### src/rtl/hazard_ctrl_pkg.sv
// Shared encodings for the D-stage hazard controller: Tuse/Tnew codes,
// mult/div instruction kinds, forwarding selects and the E/M shadow record.
package hazard_ctrl_pkg;

  localparam logic [2:0] TUSE_D    = 3'd0;
  localparam logic [2:0] TUSE_E    = 3'd1;
  localparam logic [2:0] TUSE_M    = 3'd2;
  localparam logic [2:0] TUSE_NONE = 3'd5;

  localparam logic [2:0] TNEW_ALU  = 3'd2;
  localparam logic [2:0] TNEW_LOAD = 3'd3;

  localparam logic [1:0] MD_NONE = 2'b00;
  localparam logic [1:0] MD_MULT = 2'b01;
  localparam logic [1:0] MD_DIV  = 2'b10;
  localparam logic [1:0] MD_MOVE = 2'b11;

  localparam logic [1:0] FWD_RF = 2'b00;
  localparam logic [1:0] FWD_E  = 2'b01;
  localparam logic [1:0] FWD_M  = 2'b10;

  // One in-flight writer as seen by the hazard logic.
  typedef struct packed {
    logic [4:0] a3;
    logic [1:0] tnew;
  } shadow_t;

  // Tnew shrinks by one per stage advanced and never goes below zero.
  function automatic logic [1:0] tnew_dec(input logic [2:0] t);
    return (t == 3'd0) ? 2'd0 : 2'(t - 3'd1);
  endfunction

endpackage

### src/rtl/hazard_ctrl_if.sv
// D-stage request / hazard response bundle between the pipeline datapath
// (master) and the hazard controller (slave).
interface hazard_ctrl_if;

  logic [4:0] D_A1;
  logic [4:0] D_A2;
  logic [4:0] D_A3;
  logic [2:0] D_TUsers;
  logic [2:0] D_TUsert;
  logic [2:0] D_TNew;
  logic [1:0] D_md_kind;

  logic       stall;
  logic [1:0] fwd_rs_D;
  logic [1:0] fwd_rt_D;
  logic [4:0] E_A3;
  logic [1:0] E_TNew;
  logic [4:0] M_A3;
  logic [1:0] M_TNew;
  logic       md_busy;

  modport master (
    output D_A1, D_A2, D_A3, D_TUsers, D_TUsert, D_TNew, D_md_kind,
    input  stall, fwd_rs_D, fwd_rt_D, E_A3, E_TNew, M_A3, M_TNew, md_busy
  );

  modport slave (
    input  D_A1, D_A2, D_A3, D_TUsers, D_TUsert, D_TNew, D_md_kind,
    output stall, fwd_rs_D, fwd_rt_D, E_A3, E_TNew, M_A3, M_TNew, md_busy
  );

endinterface

### src/rtl/hazard_ctrl_cmp.sv
// Single-operand hazard compare: decides whether one D-stage source must
// stall and where its value should be forwarded from.
module hazard_cmp
  import hazard_ctrl_pkg::*;
(
  input  logic [4:0] a,
  input  logic [2:0] tuse,
  input  logic [4:0] e_a3,
  input  logic [1:0] e_tnew,
  input  logic [4:0] m_a3,
  input  logic [1:0] m_tnew,
  output logic       stall,
  output logic [1:0] fwd
);

  logic e_hit;
  logic m_hit;
  logic e_late;
  logic m_late;

  // $0 is hard-wired, so it never aliases an in-flight writer.
  assign e_hit  = (a != 5'd0) && (a == e_a3);
  assign m_hit  = (a != 5'd0) && (a == m_a3);
  assign e_late = tuse < {1'b0, e_tnew};
  assign m_late = tuse < {1'b0, m_tnew};

  assign stall = (tuse != TUSE_NONE) && ((e_hit && e_late) || (m_hit && m_late));

  // NOTE: default assigned first so every path drives fwd and no latch is inferred.
  always_comb begin
    fwd = FWD_RF;
    if (e_hit) begin
      // The younger writer in E shadows M even while its value is not ready.
      if (e_tnew == 2'd0) fwd = FWD_E;
    end else if (m_hit && (m_tnew == 2'd0)) begin
      fwd = FWD_M;
    end
  end

endmodule

### src/rtl/hazard_ctrl.sv
// Pipeline hazard controller: E/M writer shadows, per-operand stall and
// forward selection, and mult/div unit occupancy tracking.
module hazard_ctrl
  import hazard_ctrl_pkg::*;
#(
  parameter int unsigned MULT_CYCLES = 5,
  parameter int unsigned DIV_CYCLES  = 10
) (
  input  logic          clk,
  input  logic          reset,
  hazard_ctrl_if.slave  bus
);

  localparam logic [3:0] MULT_LOAD = 4'(MULT_CYCLES);
  localparam logic [3:0] DIV_LOAD  = 4'(DIV_CYCLES);

  shadow_t    e_q;
  shadow_t    m_q;
  shadow_t    e_next;
  logic [3:0] md_cnt;
  logic       stall_s;
  logic       stall_t;
  logic       md_busy;
  logic       md_stall;
  logic       stall;

  hazard_cmp u_cmp_rs (
    .a      (bus.D_A1),
    .tuse   (bus.D_TUsers),
    .e_a3   (e_q.a3),
    .e_tnew (e_q.tnew),
    .m_a3   (m_q.a3),
    .m_tnew (m_q.tnew),
    .stall  (stall_s),
    .fwd    (bus.fwd_rs_D)
  );

  hazard_cmp u_cmp_rt (
    .a      (bus.D_A2),
    .tuse   (bus.D_TUsert),
    .e_a3   (e_q.a3),
    .e_tnew (e_q.tnew),
    .m_a3   (m_q.a3),
    .m_tnew (m_q.tnew),
    .stall  (stall_t),
    .fwd    (bus.fwd_rt_D)
  );

  assign md_busy  = (md_cnt != 4'd0);
  assign md_stall = (bus.D_md_kind != MD_NONE) && md_busy;
  assign stall    = stall_s | stall_t | md_stall;

  // A stalled D instruction stays put, so E receives a bubble instead.
  assign e_next = stall ? '0 : '{a3: bus.D_A3, tnew: tnew_dec(bus.D_TNew)};

  // NOTE: sequential state uses non-blocking assignments so M captures the old E.
  always_ff @(posedge clk or negedge reset) begin
    if (!reset) begin
      e_q <= '0;
      m_q <= '0;
    end else begin
      e_q <= e_next;
      m_q <= '{a3: e_q.a3, tnew: tnew_dec({1'b0, e_q.tnew})};
    end
  end

  // Loading only happens when the mult/div actually leaves D; a mult/div
  // held in D while the unit is busy is already covered by md_stall.
  always_ff @(posedge clk or negedge reset) begin
    if (!reset) begin
      md_cnt <= 4'd0;
    end else if (!stall && (bus.D_md_kind == MD_MULT)) begin
      md_cnt <= MULT_LOAD;
    end else if (!stall && (bus.D_md_kind == MD_DIV)) begin
      md_cnt <= DIV_LOAD;
    end else if (md_cnt != 4'd0) begin
      md_cnt <= md_cnt - 4'd1;
    end
  end

  assign bus.stall   = stall;
  assign bus.E_A3    = e_q.a3;
  assign bus.E_TNew  = e_q.tnew;
  assign bus.M_A3    = m_q.a3;
  assign bus.M_TNew  = m_q.tnew;
  assign bus.md_busy = md_busy;

endmodule

### src/flat_wrapper.sv
// flat-port wrapper written by rule: the top's interface ports become plain ports
module hazard_ctrl_flat import hazard_ctrl_pkg::*;
#(
  parameter int unsigned MULT_CYCLES = 5,
  parameter int unsigned DIV_CYCLES  = 10
)
  (clk, reset, bus_D_A1, bus_D_A2, bus_D_A3, bus_D_TUsers, bus_D_TUsert, bus_D_TNew, bus_D_md_kind, bus_stall, bus_fwd_rs_D, bus_fwd_rt_D, bus_E_A3, bus_E_TNew, bus_M_A3, bus_M_TNew, bus_md_busy);
  hazard_ctrl_if bus_i ();
  input  logic clk;
  input  logic reset;
  input wire logic [$bits(bus_i.D_A1)-1:0] bus_D_A1;
  input wire logic [$bits(bus_i.D_A2)-1:0] bus_D_A2;
  input wire logic [$bits(bus_i.D_A3)-1:0] bus_D_A3;
  input wire logic [$bits(bus_i.D_TUsers)-1:0] bus_D_TUsers;
  input wire logic [$bits(bus_i.D_TUsert)-1:0] bus_D_TUsert;
  input wire logic [$bits(bus_i.D_TNew)-1:0] bus_D_TNew;
  input wire logic [$bits(bus_i.D_md_kind)-1:0] bus_D_md_kind;
  output wire logic [$bits(bus_i.stall)-1:0] bus_stall;
  output wire logic [$bits(bus_i.fwd_rs_D)-1:0] bus_fwd_rs_D;
  output wire logic [$bits(bus_i.fwd_rt_D)-1:0] bus_fwd_rt_D;
  output wire logic [$bits(bus_i.E_A3)-1:0] bus_E_A3;
  output wire logic [$bits(bus_i.E_TNew)-1:0] bus_E_TNew;
  output wire logic [$bits(bus_i.M_A3)-1:0] bus_M_A3;
  output wire logic [$bits(bus_i.M_TNew)-1:0] bus_M_TNew;
  output wire logic [$bits(bus_i.md_busy)-1:0] bus_md_busy;
  assign bus_i.D_A1 = bus_D_A1;
  assign bus_i.D_A2 = bus_D_A2;
  assign bus_i.D_A3 = bus_D_A3;
  assign bus_i.D_TUsers = bus_D_TUsers;
  assign bus_i.D_TUsert = bus_D_TUsert;
  assign bus_i.D_TNew = bus_D_TNew;
  assign bus_i.D_md_kind = bus_D_md_kind;
  assign bus_stall = bus_i.stall;
  assign bus_fwd_rs_D = bus_i.fwd_rs_D;
  assign bus_fwd_rt_D = bus_i.fwd_rt_D;
  assign bus_E_A3 = bus_i.E_A3;
  assign bus_E_TNew = bus_i.E_TNew;
  assign bus_M_A3 = bus_i.M_A3;
  assign bus_M_TNew = bus_i.M_TNew;
  assign bus_md_busy = bus_i.md_busy;
  hazard_ctrl #(.MULT_CYCLES(MULT_CYCLES), .DIV_CYCLES(DIV_CYCLES)) u_core (.clk(clk), .reset(reset), .bus(bus_i));
endmodule
### config.mk
export PLATFORM = sky130hd
export DESIGN_NAME = hazard_ctrl_flat
export DESIGN_NICKNAME = d
export VERILOG_FILES = /design/src/rtl/hazard_ctrl_pkg.sv /design/src/rtl/hazard_ctrl_if.sv /design/src/rtl/hazard_ctrl_cmp.sv /design/src/rtl/hazard_ctrl.sv /design/src/flat_wrapper.sv
export SDC_FILE = /design/constraint.sdc
export NUM_CORES = 1
export LEC_CHECK = 0
export BUFFER_PORTS_ARGS = -buffer_cell sky130_fd_sc_hd__buf_2
export CAP_MARGIN = 20
export CORE_AREA = 2 2 56 58
export DETAILED_ROUTE_END_ITERATION = 7
export DIE_AREA = 0 0 58 60
export PLACE_DENSITY = 0.71
export SLEW_MARGIN = 20
export SYNTH_ARGS = -nofsm -noshare
export SYNTH_HDL_FRONTEND = slang
export SYNTH_SLANG_ARGS = --single-unit
### constraint.sdc
create_clock -name clk -period 1.6 [get_ports clk]
set_input_delay 0 -clock clk [delete_from_list [all_inputs] [get_ports clk]]
set_output_delay 0 -clock clk [all_outputs]
set_load 0.02 [all_outputs]
# ---- After elaboration in Yosys (flattened, before gate mapping)
# Cells that the tools add are included.
dict set report op_classes {
  add_sub_neg 3
  magnitude_cmp 4
  eq_ne 8
  muxes 11
  bitwise 2
  reduce_logical 26
}
# cell count
set op_table {}
lappend op_table {{5-bit equality test} 4}
lappend op_table {{1-bit logical AND} 15}
lappend op_table {{3-bit by 2-bit less-than comparator with 1-bit output} 4}
lappend op_table {{2-bit 2-to-1 mux} 6}
lappend op_table {{4-bit 2-to-1 mux} 3}
lappend op_table {{5-bit nonzero test} 2}
lappend op_table {{7-bit 2-to-1 mux} 1}
lappend op_table {{3-bit != test, second input constant} 2}
lappend op_table {{2-bit zero test} 2}
lappend op_table {{4-bit nonzero test} 1}
lappend op_table {{2-bit by 1-bit subtractor with 2-bit output, second input constant} 2}
lappend op_table {{4-bit by 1-bit subtractor with 4-bit output, second input constant} 1}
lappend op_table {{3-bit zero test} 1}
lappend op_table {{3-bit nonzero test} 1}
lappend op_table {{2-bit by 1-bit equality test with 1-bit output, second input constant} 1}
lappend op_table {{2-bit equality test, second input constant} 1}
lappend op_table {{1-bit logical OR} 2}
lappend op_table {{1-bit bitwise OR} 2}
lappend op_table {{2-bit nonzero test} 1}
lappend op_table {{1-bit zero test} 1}
lappend op_table {{1-bit 2-to-1 mux} 1}
dict set report word_totals {
  regBits 18
  inputBits 28
  out_inout_bits 20
  word_cells 59
}

# ---- Depth between registers and ports, before layout
# Gate-level depths: netlist of run 1.
dict set report depth {
  word_depth 11
  ltp_mapped 7
  ltp_nobuf 7
}

# ---- Hierarchy
# A second synthesis of run 1 with hierarchy kept.
dict set report hier_totals {
  hier_cells 112
  area_unflattened_um2 1131.1
}
# mod instances cells_each area_per_inst_um2 seq_area_each_um2
set modules_own_cells {}
lappend modules_own_cells {hazard_ctrl 1 56 698.2 450.4}
lappend modules_own_cells {hazard_cmp 2 28 216.5 0.0}

# ---- Worst setup path after synthesis of run 1
# OpenSTA, ideal clock, no wires.
dict set report synth_timing {
  kind {flip-flop to flip-flop}
  start {reg u_core.e_q, in the netlist u_core.bus.E_TNew[1]}
  end {reg u_core.md_cnt[1]}
  setup_time_ns 0.080
  arrival_time_ns 1.689
  required_time_ns 1.520
  slack_ns -0.169
  stages_incl_launch_ff 8
  n_path_buf 0
  synth_period_minus_slack_ns 1.769
  cell_sequence {dfrtp_1 -> inv_1 -> ha_1 -> o21ai_0 -> nand4_2 -> nand4_4 -> mux2_4 -> nor3_2}
}
dict set report synth_between {
  elab_chain_len 10
  word_cells_on_any_way 16
  classes_between {order compare: 2; mux: 2; bitwise: 2; reduce/logical: 10}
}
# item line
set synth_lines {}
lappend synth_lines {{start: declaration} hazard_ctrl.sv:17} ;# shadow_t e_q;
lappend synth_lines {{start signal: assignment} hazard_ctrl.sv:62} ;# e_q <= e_next;
lappend synth_lines {{3-bit by 2-bit less-than comparator with 1-bit output} hazard_ctrl_cmp.sv:24} ;# assign e_late = tuse < {1'b0, e_tnew};
lappend synth_lines {{1-bit logical AND} hazard_ctrl_cmp.sv:27} ;# assign stall = (tuse != TUSE_NONE) && ((e_hit && e_late) || (m_hit && m_late));
lappend synth_lines {{1-bit logical OR} hazard_ctrl_cmp.sv:27}
lappend synth_lines {{1-bit logical AND} hazard_ctrl_cmp.sv:27}
lappend synth_lines {{1-bit bitwise OR * (2 in series)} hazard_ctrl.sv:51} ;# assign stall = stall_s | stall_t | md_stall;
lappend synth_lines {{1-bit zero test *} {hazard_ctrl.sv:72, hazard_ctrl.sv:74}}
lappend synth_lines {{1-bit logical AND} hazard_ctrl.sv:74} ;# end else if (!stall && (bus.D_md_kind == MD_DIV)) begin
lappend synth_lines {{4-bit 2-to-1 mux} hazard_ctrl.sv:74}
lappend synth_lines {{4-bit 2-to-1 mux} hazard_ctrl.sv:72} ;# end else if (!stall && (bus.D_md_kind == MD_MULT)) begin
lappend synth_lines {{end signal: assignment} hazard_ctrl.sv:77} ;# md_cnt <= md_cnt - 4'd1;
lappend synth_lines {{end: declaration} hazard_ctrl.sv:20} ;# logic [3:0] md_cnt;
# Mark *: on every way between the ends. The rest lies on a longest branch, timed or not.
# A chain may end at the register's enable or synchronous reset.

# ---- Final worst setup path of run 1
dict set report layout_timing {
  start {reg u_core.m_q, in the netlist u_core.bus.M_A3[3]}
  end {reg u_core.md_cnt[1]}
}
dict set report layout_between {
  elab_chain_len 11
  word_cells_on_any_way 18
  classes_between {eq/ne: 2; mux: 2; bitwise: 2; reduce/logical: 12}
}
# item line
set layout_lines {}
lappend layout_lines {{start: declaration} hazard_ctrl.sv:18} ;# shadow_t m_q;
lappend layout_lines {{start signal: assignment} hazard_ctrl.sv:63} ;# m_q <= '{a3: e_q.a3, tnew: tnew_dec({1'b0, e_q.tnew})};
lappend layout_lines {{5-bit equality test} hazard_ctrl_cmp.sv:23} ;# assign m_hit = (a != 5'd0) && (a == m_a3);
lappend layout_lines {{1-bit logical AND} hazard_ctrl_cmp.sv:23}
lappend layout_lines {{1-bit logical AND} hazard_ctrl_cmp.sv:27}
lappend layout_lines {{1-bit logical OR} hazard_ctrl_cmp.sv:27}
lappend layout_lines {{1-bit logical AND} hazard_ctrl_cmp.sv:27}
lappend layout_lines {{1-bit bitwise OR * (2 in series)} hazard_ctrl.sv:51}
lappend layout_lines {{1-bit zero test *} {hazard_ctrl.sv:72, hazard_ctrl.sv:74}}
lappend layout_lines {{1-bit logical AND} hazard_ctrl.sv:74}
lappend layout_lines {{4-bit 2-to-1 mux} hazard_ctrl.sv:74}
lappend layout_lines {{4-bit 2-to-1 mux} hazard_ctrl.sv:72}
# Marked as above.

==> impl_metrics.tcl, run 1 <==
set metrics [dict create \
    initial_core_util_pct 39.3 \
    worstPathBufferInverterCount 1 \
    cpLargestDelayFamily "flip-flops" \
    outcome "complete, but fails checks" \
    die-area_um2 3480 \
    yosysTopAreaCell "dfrtp_1" \
    area_growth_pct 62.6 \
    clkSinkCount 18 \
    multi_input_area_um2 764 \
    ys_ff_latch 18 \
    peakVddDrop_mv 1.12 \
    wl_um 3130 \
    clock_path_buffers 2 \
    worst_path_max_delay_cell "dfrtp_2" \
    critPathMaxStageDelay_ns 0.44 \
    vias 1184 \
    cts_tree "built" \
    endpoint_kind "register" \
    fill_cells 243 \
    synth_flop_cell "dfrtp_1" \
    netlist_instances 118 \
    power_density_nw_per_um2 1030 \
    setup_viol_count_final 12 \
    crit_arrival_ns 2.00 \
    drive_above_1_share_pct 55.0 \
    num_antenna_cells 0 \
    drtAntennaViolNets 0 \
    antenna_found_initial 0 \
    crit_path_max_fanout 5 \
    cts-buffers-inserted 3 \
    io_pins 48 \
    h-tree-depth 1 \
    seq_area_frac_synth_pct 39.5 \
    fin_tns_setup_ns -0.799 \
    dp_slack_ns -0.150 \
    crit_type "register to register" \
    grt_usage_pct 18.2 \
    viasPerCell 5.08 \
    start_kind "register" \
    clk_latency_ns 0.29 \
    synth_edf_count 0 \
    worst_pin_slew_ns 0.402 \
    synth_area_leaders "dfrtp_1 39%, xor2_1 12%, ha_1 6.6%" \
    slew_headroom_pct 73.2 \
    fin_crit_sh_pct 111 \
    fin_area_um2 1860 \
    clock_skew_ns 0.00110 \
    drc 0 \
    setup_slack_ns -0.178 \
    seqCellArea_um2 463 \
    synth_commonest_cells "18 x dfrtp_1, 16 x xor2_1, 12 x nor3_1" \
    fin_crit_ns 1.78 \
    crit_required_ns 1.82 \
    cts-root-buf "clkbuf_4" \
    placed_area_um2 1560 \
    worstPathCellList "xor2_1 -> a211oi_2 -> nand4_1 -> nand4_4 -> buf_6 -> mux2_4 -> nor3_2" \
    yosysUniqueCellTypes 28 \
    rsz0062_at_grt "yes" \
    hp-class "primary input to register" \
    max_freq_ghz 0.562 \
    finalNetCount 235 \
    syn-num-nets 152 \
    async_reset_ff_share_pct 100 \
    leakage_uw 0.000959 \
    synth_warnings 0 \
    hold_viol 0 \
    gp_congestion 0.847 \
    overflow 0 \
    num_rows 20 \
    maxSlewViolCount 0 \
    violations "setup timing" \
    wire_per_inst_um 13.4 \
    synth_top_area_share_pct 39.5 \
    dr.pass1.iters 4 \
    syn_avg_cell_area_um2 9.67 \
    dieHeight_um 60 \
    portBuffers 47 \
    p_total_uw 1910 \
    dp_hpwl_um 2420 \
    drt_iter0_markers 40 \
    grt_max_degree 19 \
    grt_pass1_vias 1115 \
    maxCapViolations 0 \
    clkTransAtPathRegs_ns 0.10 \
    syn_area_um2 1140 \
    grt_pass1_wl_um 4810 \
    die_width_um 58 \
    yosysMostFrequentCell "dfrtp_1" \
    core_area_um2 2900 \
]
cells by family after synthesis:
kind of cell               count (synthesis)  synth area share (%)
and+or+nand+nor                           44                  22.8
DFF                                       18                  39.5
xor gates and xnor gates                  21                  16.1
AOI/OAI and AO/OA                         17                  10.1
adders and majority gates                  6                  6.58
muxes                                      1                  1.32
buffers and inverters                     11                  3.62
cell type report:
type                    instances  share of cell area, %
clock buffers                   4                   1.96
inverters                      11                   2.23
multi-input cells              89                   41.2
flip-flops and latches         18                   24.9
well taps                      33                   2.23
repair buffers                 78                   27.4
metal layers:
| metal | GRT usage, % | wire [um] | part of all wire (%) |
|---|---|---|---|
| met1 | 21.7 | 1340 | 43 |
| met2 | 33.4 | 1620 | 52 |
| met3 | 2.16 | 140 | 4.5 |
| met4 | 6.98 | 35 | 1.1 |
| met5 | 0 | 0 | 0 |
stage by stage:
stage	cells	hold slack, ns	util, %
after CTS	231	0.0154	61.2
after global placement	213	-0.0578	53.8
after detailed placement	213	-0.0466	53.8
after global routing	233	0.0337	63.9
final	233	0.0321	63.9
after floorplan	118	-0.296	-
layout by cell type (no fill, tap or decap), types with 2 or more instances in the layout:
cell           synthesis  final
a21oi_2                0      2
nand3_1                2      2
nor3_1                12      5
dfrtp_1               18      8
a21oi_1                4      2
buf_6                  0      3
inv_1                 11      9
nand2_1                4      3
dfrtp_2                0     10
nand4_2                2      2
dlygate4sd3_1          0      9
nand4_1                2      2
o211a_1                2      2
xnor2_2                0      2
and2_1                 5      5
clkbuf_4               0      3
ha_1                   6      6
inv_2                  0      2
nor3_2                 1      8
buf_2                  0     44
buf_4                  0     22
o21ai_0                4      3
a211oi_2               0      2
xnor2_1                5      3
xor2_1                16     16
nor2_1                10      9
registers in the layout, summed over array words and instances (netlist names):
name / flops
u_core.bus.E_A3: 5
u_core.bus.M_A3: 5
u_core.bus.E_TNew: 2
u_core.bus.M_TNew: 2
u_core.md_cnt: 4
final timing paths:
kind                                             endpoint                          from  cells after the start  slack [ns]
hold / removal             u_core.bus.E_TNew[1]$_DFF_PN0_                 bus_D_TNew[1]                      3        0.03
min in group asynchronous    u_core.bus.E_A3[3]$_DFF_PN0_                         reset                      2        0.16
hold reg to reg              u_core.bus.M_A3[4]$_DFF_PN0_  u_core.bus.E_A3[4]$_DFF_PN0_                      0        0.45
setup / recovery             u_core.md_cnt[1]$_DFFE_PN0P_  u_core.bus.M_A3[3]$_DFF_PN0_                      7       -0.18
max in group asynchronous    u_core.bus.E_A3[0]$_DFF_PN0_                         reset                      2        1.13
setup reg to reg             u_core.md_cnt[1]$_DFFE_PN0P_  u_core.bus.M_A3[3]$_DFF_PN0_                      7       -0.18
worst reg2reg max path: cells and delay by family, from the launching register on:
family	cells	cell delay [ns]
mux	1	0.30
buf+inv	1	0.13
simple gates	3	0.43
compound gates	1	0.25
flops	1	0.44
xor+xnor	1	0.17
report_power, final:
group          total, uW  internal (uW)  leakage, uW  switching (uW)
sequential           678            565     0.000220             112
combinational        962            463     0.000718             500
clock                275            139    0.0000210             136
total               1910           1170     0.000959             748
repair_timing:
item,4_1_cts,5_1_grt
hold endpoints to repair,25,0
setup buffers,6,2
pin swaps,9,7
endpoints found under the setup margin,13,16
resized for setup,12,14
hold buffers,9,0
No activity file was read; power rests on OpenSTA's default activity.
==> inputs of run 2 (changes only) <==
--- a/config.mk
+++ b/config.mk
@@ -7,10 +7,11 @@
 export LEC_CHECK = 0
 export BUFFER_PORTS_ARGS = -buffer_cell sky130_fd_sc_hd__buf_2
 export CAP_MARGIN = 20
-export CORE_AREA = 2 2 56 58
+export CORE_AREA = 2 2 53 55
 export DETAILED_ROUTE_END_ITERATION = 7
-export DIE_AREA = 0 0 58 60
-export PLACE_DENSITY = 0.71
+export DIE_AREA = 0 0 55 57
+export PLACE_DENSITY = 0.75
+export RECOVER_POWER = 100
 export SLEW_MARGIN = 20
 export SYNTH_ARGS = -nofsm -noshare
 export SYNTH_HDL_FRONTEND = slang
==> constraint.sdc (replaced) <==
create_clock -name clk -period 1.8 [get_ports clk]
set_input_delay 0 -clock clk [delete_from_list [all_inputs] [get_ports clk]]
set_output_delay 0 -clock clk [all_outputs]
set_load 0.02 [all_outputs]
==> run 2 against run 1 <==
Compared with the run above:
- the flow now finishes without violations
- total power is 16% lower
- non-clock buffer count down 12
- cell area shrank 8.2%
- register-to-register slack improved by 0.25 ns
==> impl_metrics.tcl, run 2 (synthesized netlist as in run 1, its figures left out) <==
set metrics [dict create \
    maxCapViolations 0 \
    antenna_found_initial 0 \
    fin_crit_sh_pct 96.4 \
    portBuffers 47 \
    cts-root-buf "clkbuf_4" \
    area_growth_pct 49.2 \
    rsz0062_at_grt "yes" \
    clock_path_buffers 2 \
    setup_slack_ns 0.0644 \
    max_freq_ghz 0.576 \
    io_pins 48 \
    wl_um 3090 \
    crit_type "register to primary output" \
    outcome "completed" \
    p_int_uw 970 \
    clk_latency_ns 0.29 \
    crit_arrival_ns 1.74 \
    fill_cells 230 \
    setup_viol_count_final 0 \
    drive_above_1_share_pct 42.6 \
    dp_hpwl_um 2310 \
    final_common_cell "buf_2" \
    maxSlewViolCount 0 \
    p_seq_share_pct 37.1 \
    gp_congestion 0.804 \
    dieHeight_um 57 \
    drt_iter0_markers 18 \
    clock_skew_ns 0.00396 \
    peakVddDrop_mv 0.818 \
    grt_max_degree 19 \
    dr.pass1.iters 4 \
    hold_depth 3 \
    h-tree-depth 1 \
    drtAntennaViolNets 0 \
    worst_pin_slew_ns 0.972 \
    vias 1144 \
    power_density_nw_per_um2 946 \
    crit_required_ns 1.80 \
    hold_viol 0 \
    die-area_um2 3140 \
    hold_end "u_core.md_cnt[2]$_DFFE_PN0P_" \
    wire_per_inst_um 14.1 \
    netSwitchingFraction_pct 39.8 \
    crit_path_max_fanout 4 \
    cts_tree "built" \
    viasPerCell 5.22 \
    power_frac_clock_pct 15.2 \
    clkSinkCount 18 \
    die_width_um 55 \
    grt_usage_pct 20.4 \
    p_comb_share_pct 47.7 \
    cts-buffers-inserted 3 \
    overflow 0 \
    rrSetupSlack_ns 0.07 \
    clkTransAtPathRegs_ns 0.10 \
    num_antenna_cells 0 \
    fin_crit_ns 1.74 \
    num_rows 19 \
    leakage_uw 0.000892 \
    reg2regPathDepth 8 \
    slew_headroom_pct 35.2 \
    grt_pass1_vias 1170 \
    endpoint_kind "primary output" \
    worstHoldStart "bus_D_md_kind[1]" \
    worstReg2RegStart "u_core.bus.E_A3[0]$_DFF_PN0_" \
    reg2reg_to "u_core.md_cnt[0]$_DFFE_PN0P_" \
    drc 0 \
    grt_pass1_wl_um 4770 \
    core_area_um2 2620 \
    layout_common_cells "45 x buf_2, 18 x dfrtp_1, 16 x xor2_1" \
    whs_ns 0.0417 \
    start_kind "register" \
    p_sw_uw 641 \
    hp-class "primary input to register" \
    initial_core_util_pct 43.6 \
    finalNetCount 223 \
    dp_slack_ns -0.00977 \
]
[run 2: final cells by class]
| cell class | count | area (um2) | share of cell area, % |
|---|---|---|---|
| timing repair buffer | 66 | 415 | 24.4 |
| sequential | 18 | 450 | 26.5 |
| inverter | 11 | 41.3 | 2.42 |
| clock buffer | 4 | 36.3 | 2.13 |
| multi-input combinational | 89 | 721 | 42.3 |
| tap | 31 | 38.8 | 2.28 |
[run 2: metal layers]
layer,vias to the layer above,GRT usage (%),wire length [um]
li1,552,-,-
met1,533,25.0,1270
met2,53,36.6,1580
met3,6,3.14,210
met4,0,4.88,31
met5,-,0,0
[run 2: repair_timing]
action | 4_1_cts | 5_1_grt
cloned | 0 | 0
hold buffers | 10 | 0
endpoints found under the setup margin | 2 | 4
resized for setup | 11 | 11
hold endpoints to repair | 25 | 0
pin swaps | 5 | 7
buffers inserted | 3 | 3
[run 2: worst max-delay path by stage]
stage                                   end                           start  cells after the start  slack, ns
6_report                          bus_stall    u_core.bus.E_A3[0]$_DFF_PN0_                      8       0.06
2_1_floorplan  u_core.md_cnt[1]$_DFFE_PN0P_  u_core.bus.E_TNew[1]$_DFF_PN0_                      7       0.03
3_3_place_gp   u_core.md_cnt[1]$_DFFE_PN0P_    u_core.bus.M_A3[3]$_DFF_PN0_                      6       0.06
5_1_grt                           bus_stall    u_core.bus.E_A3[0]$_DFF_PN0_                      8      -0.04
3_5_place_dp   u_core.md_cnt[1]$_DFFE_PN0P_    u_core.bus.E_A3[3]$_DFF_PN0_                      6      -0.01
4_1_cts                           bus_stall  u_core.bus.E_TNew[1]$_DFF_PN0_                      8      0.006
[run 2: power by group through the flow]
stage               Sequential (uW)  Combinational [uW]  Clock [uW]
floorplan                       637                 366           0
global placement                591                 619           0
detailed placement              599                 644           0
CTS                             590                 701         251
global route                    613                 842         272
finish                          597                 767         245
[run 2: critical path, stage by stage, from the launching register on]
cell,delay (ns)
dfrtp_1,0.42
buf_6,0.14
xnor2_2,0.12
o211a_1,0.16
nand4_2,0.12
nand4_4,0.15
nor2_4,0.17
inv_2,0.04
buf_6,0.12
[run 2: metrics by stage]
step,std cells,util [%],total power [uW],instance area [um2],setup TNS (ns)
2_1_floorplan,118,-,1000,1140,0
5_1_grt,219,65.1,1730,1700,-0.0519
4_1_cts,216,62.5,1540,1640,0
3_5_place_dp,200,55.3,1240,1450,-0.00977
6_report,219,65.1,1610,1700,0
3_3_place_gp,200,55.3,1210,1450,0
==> inputs of run 3 (changes only) <==
--- a/config.mk
+++ b/config.mk
@@ -15,4 +15,5 @@
 export SLEW_MARGIN = 20
 export SYNTH_ARGS = -nofsm -noshare
 export SYNTH_HDL_FRONTEND = slang
+export SYNTH_HIERARCHICAL = 1
 export SYNTH_SLANG_ARGS = --single-unit
==> run 3 against run 2 <==
Compared with the run above:
- wire length down 1.8%
- area after synthesis is 0.88% lower
- the flow now finishes with violations (setup timing)
- count of clock-buffer cells in the layout stayed put
- non-clock buffer count grew 6
- largest cell class unchanged
- critical path type unchanged
- flip-flop and latch count stayed put
- maximum frequency decreased by 6.3%
- total power decreased by 3.2%
- cell area grew 2.7%
==> impl_metrics.tcl, run 3 <==
set metrics [dict create \
    yosysTopAreaCell "dfrtp_1" \
    antenna_found_initial 0 \
    placed_area_um2 1480 \
    syn_avg_cell_area_um2 10.1 \
    crit_arrival_ns 1.85 \
    final_util_pct 66.9 \
    outcome "complete, but fails checks" \
    synth_commonest_cells "18 x dfrtp_1, 13 x xor2_1, 9 x nor3_1, 9 x xnor2_1" \
    drtAntennaViolNets 0 \
    clkTransAtPathRegs_ns 0.10 \
    synth_top_family_by_area "simple AND/OR/NAND/NOR gates" \
    h-tree-depth 1 \
    syn-num-nets 146 \
    ys_ff_latch 18 \
    cts_tree "built" \
    synth_flop_cell "dfrtp_1" \
    clock_skew_ns 0.00759 \
    grt_max_degree 19 \
    rsz0062_at_grt "yes" \
    syn_area_um2 1130 \
    synth_area_leaders "dfrtp_1 40%, xor2_1 10%, xnor2_1 7.0%" \
    power_density_nw_per_um2 891 \
    synth_warnings 6 \
    synth-simple-area-share_pct 23.6 \
    worst_pin_slew_ns 0.930 \
    drive_above_1_share_pct 46.8 \
    core_area_um2 2620 \
    clock_path_buffers 2 \
    final_cells 219 \
    slew_headroom_pct 38.0 \
    num_antenna_cells 0 \
    async_reset_ff_share_pct 100 \
    whs_ns 0.236 \
    portBuffers 47 \
    initial_core_util_pct 43.3 \
    cts-buffers-inserted 3 \
    wl_um 3030 \
    yosysUniqueCellTypes 27 \
    die_width_um 55 \
    grt_pass1_wl_um 4470 \
    yosysMostFrequentCell "dfrtp_1" \
    synthAdderAreaFrac_pct 6.64 \
    fin_area_um2 1750 \
    dp_hpwl_um 2270 \
    drc 0 \
    layout_common_cells "41 x buf_2, 17 x buf_4, 15 x dfrtp_1" \
    peakVddDrop_mv 0.664 \
    dieHeight_um 57 \
    maxCapViolations 0 \
    clkSinkCount 18 \
    crit_type "register to primary output" \
    clk_latency_ns 0.28 \
    gp_congestion 0.889 \
    netlist_instances 112 \
    grt_pass1_vias 1103 \
    dr.pass1.iters 4 \
    synth_xor_area_share_pct 17.0 \
    seq_area_frac_synth_pct 39.8 \
    synth_top_area_share_pct 39.8 \
    io_pins 48 \
    maxSlewViolCount 0 \
    num_rows 19 \
    crit_path_max_fanout 3 \
    die-area_um2 3140 \
    overflow 0 \
    synth_mux_area_share_pct 0.885 \
    worst_path_max_delay_cell "dfrtp_2" \
    finalNetCount 223 \
    endpoint_kind "primary output" \
    synth_compound_area_share_pct 9.40 \
    violations "setup timing" \
    leakage_uw 0.000865 \
    hp-class "primary input to register" \
    start_kind "register" \
    viasPerCell 5.16 \
    drt_iter0_markers 28 \
    cts-root-buf "clkbuf_4" \
    critPathMaxStageDelay_ns 0.43 \
    wire_per_inst_um 13.8 \
    synth_edf_count 0 \
    vias 1131 \
    setup_slack_ns -0.0517 \
    dp.cells 198 \
    max_freq_ghz 0.540 \
    area_growth_pct 54.6 \
    final_common_cell "buf_2" \
    fin_crit_sh_pct 103 \
    setup_viol_count_final 4 \
    crit_required_ns 1.80 \
    worstPathCellList "inv_1 -> ha_1 -> a211o_1 -> o22ai_2 -> nor2_1 -> o21a_2 -> inv_2 -> buf_6" \
    hold_viol 0 \
    fin_crit_ns 1.85 \
    grt_usage_pct 19.7 \
]
[run 3: cell type report]
cell class | instances | area, um2
Sequential cell | 18 | 454
Fill cell | 212 | 866
Timing Repair Buffer | 72 | 469
Inverter | 8 | 30.0
Multi-Input combinational cell | 86 | 721
Tap cell | 31 | 38.8
Clock buffer | 4 | 36.3
[run 3: what timing repair did]
action / in CTS / in global routing
hold buffers: 11 / 0
setup buffers: 7 / 0
resized for setup: 3 / 19
endpoints found under the hold margin: 26 / 0
pin swaps: 9 / 13
endpoints found under the setup margin: 2 / 16
[run 3: cell families after synthesis]
family / Yosys count
AND/OR/NAND/NOR: 43
XOR/XNOR: 22
flip-flops: 18
AO/OA/AOI/OAI: 14
buffers and inverters: 8
adder cells (fa/ha/maj): 6
multiplexers: 1
[run 3: final timing paths]
check                                                from                             end  slack [ns]  cells after the start
max                        u_core/bus.M_TNew[1]$_DFF_PN0_                       bus_stall       -0.05                      8
min reg2reg                  u_core/bus.E_A3[3]$_DFF_PN0_    u_core/bus.M_A3[3]$_DFF_PN0_        0.48                      0
max in group asynchronous                           reset    u_core/bus.E_A3[0]$_DFF_PN0_        0.81                      2
min                                      bus_D_md_kind[1]    u_core/md_cnt[1]$_DFFE_PN0P_        0.24                      4
max reg2reg                u_core/bus.E_TNew[1]$_DFF_PN0_    u_core/md_cnt[0]$_DFFE_PN0P_       -0.04                      8
min in group asynchronous                           reset  u_core/bus.M_TNew[0]$_DFF_PN0_        0.36                      2
[run 3: worst max-delay path: cells and delay by family (launching register included)]
kind | cells | cell delay [ns]
AO/OA/AOI/OAI | 3 | 0.59
adder cells (fa/ha/maj) | 1 | 0.22
buffers and inverters | 3 | 0.24
flip-flops | 1 | 0.43
AND/OR/NAND/NOR | 1 | 0.08
[run 3: metrics by stage]
step / setup WS [ns] / setup TNS, ns / power, uW
2_1_floorplan: -0.00641 / -0.00641 / 1000
3_3_place_gp: 0.0373 / 0 / 1190
3_5_place_dp: -0.0132 / -0.0132 / 1220
4_1_cts: -0.0172 / -0.0342 / 1520
5_1_grt: -0.163 / -0.774 / 1670
6_report: -0.0517 / -0.140 / 1560
[run 3: power by group]
part           leakage [uW]  total (uW)  internal [uW]  switching, uW
Clock             0.0000210         235            123            112
Combinational      0.000614         717            363            355
Sequential         0.000230         606            497            109
[run 3: layer usage]
metal / up-vias / part of all wire (%) / global-route usage (%)
met5: - / 0 / 0
met4: 0 / 0.89 / 8.01
met3: 2 / 6.2 / 2.62
met2: 48 / 54 / 34.5
met1: 540 / 39 / 23.4
li1: 541 / - / -
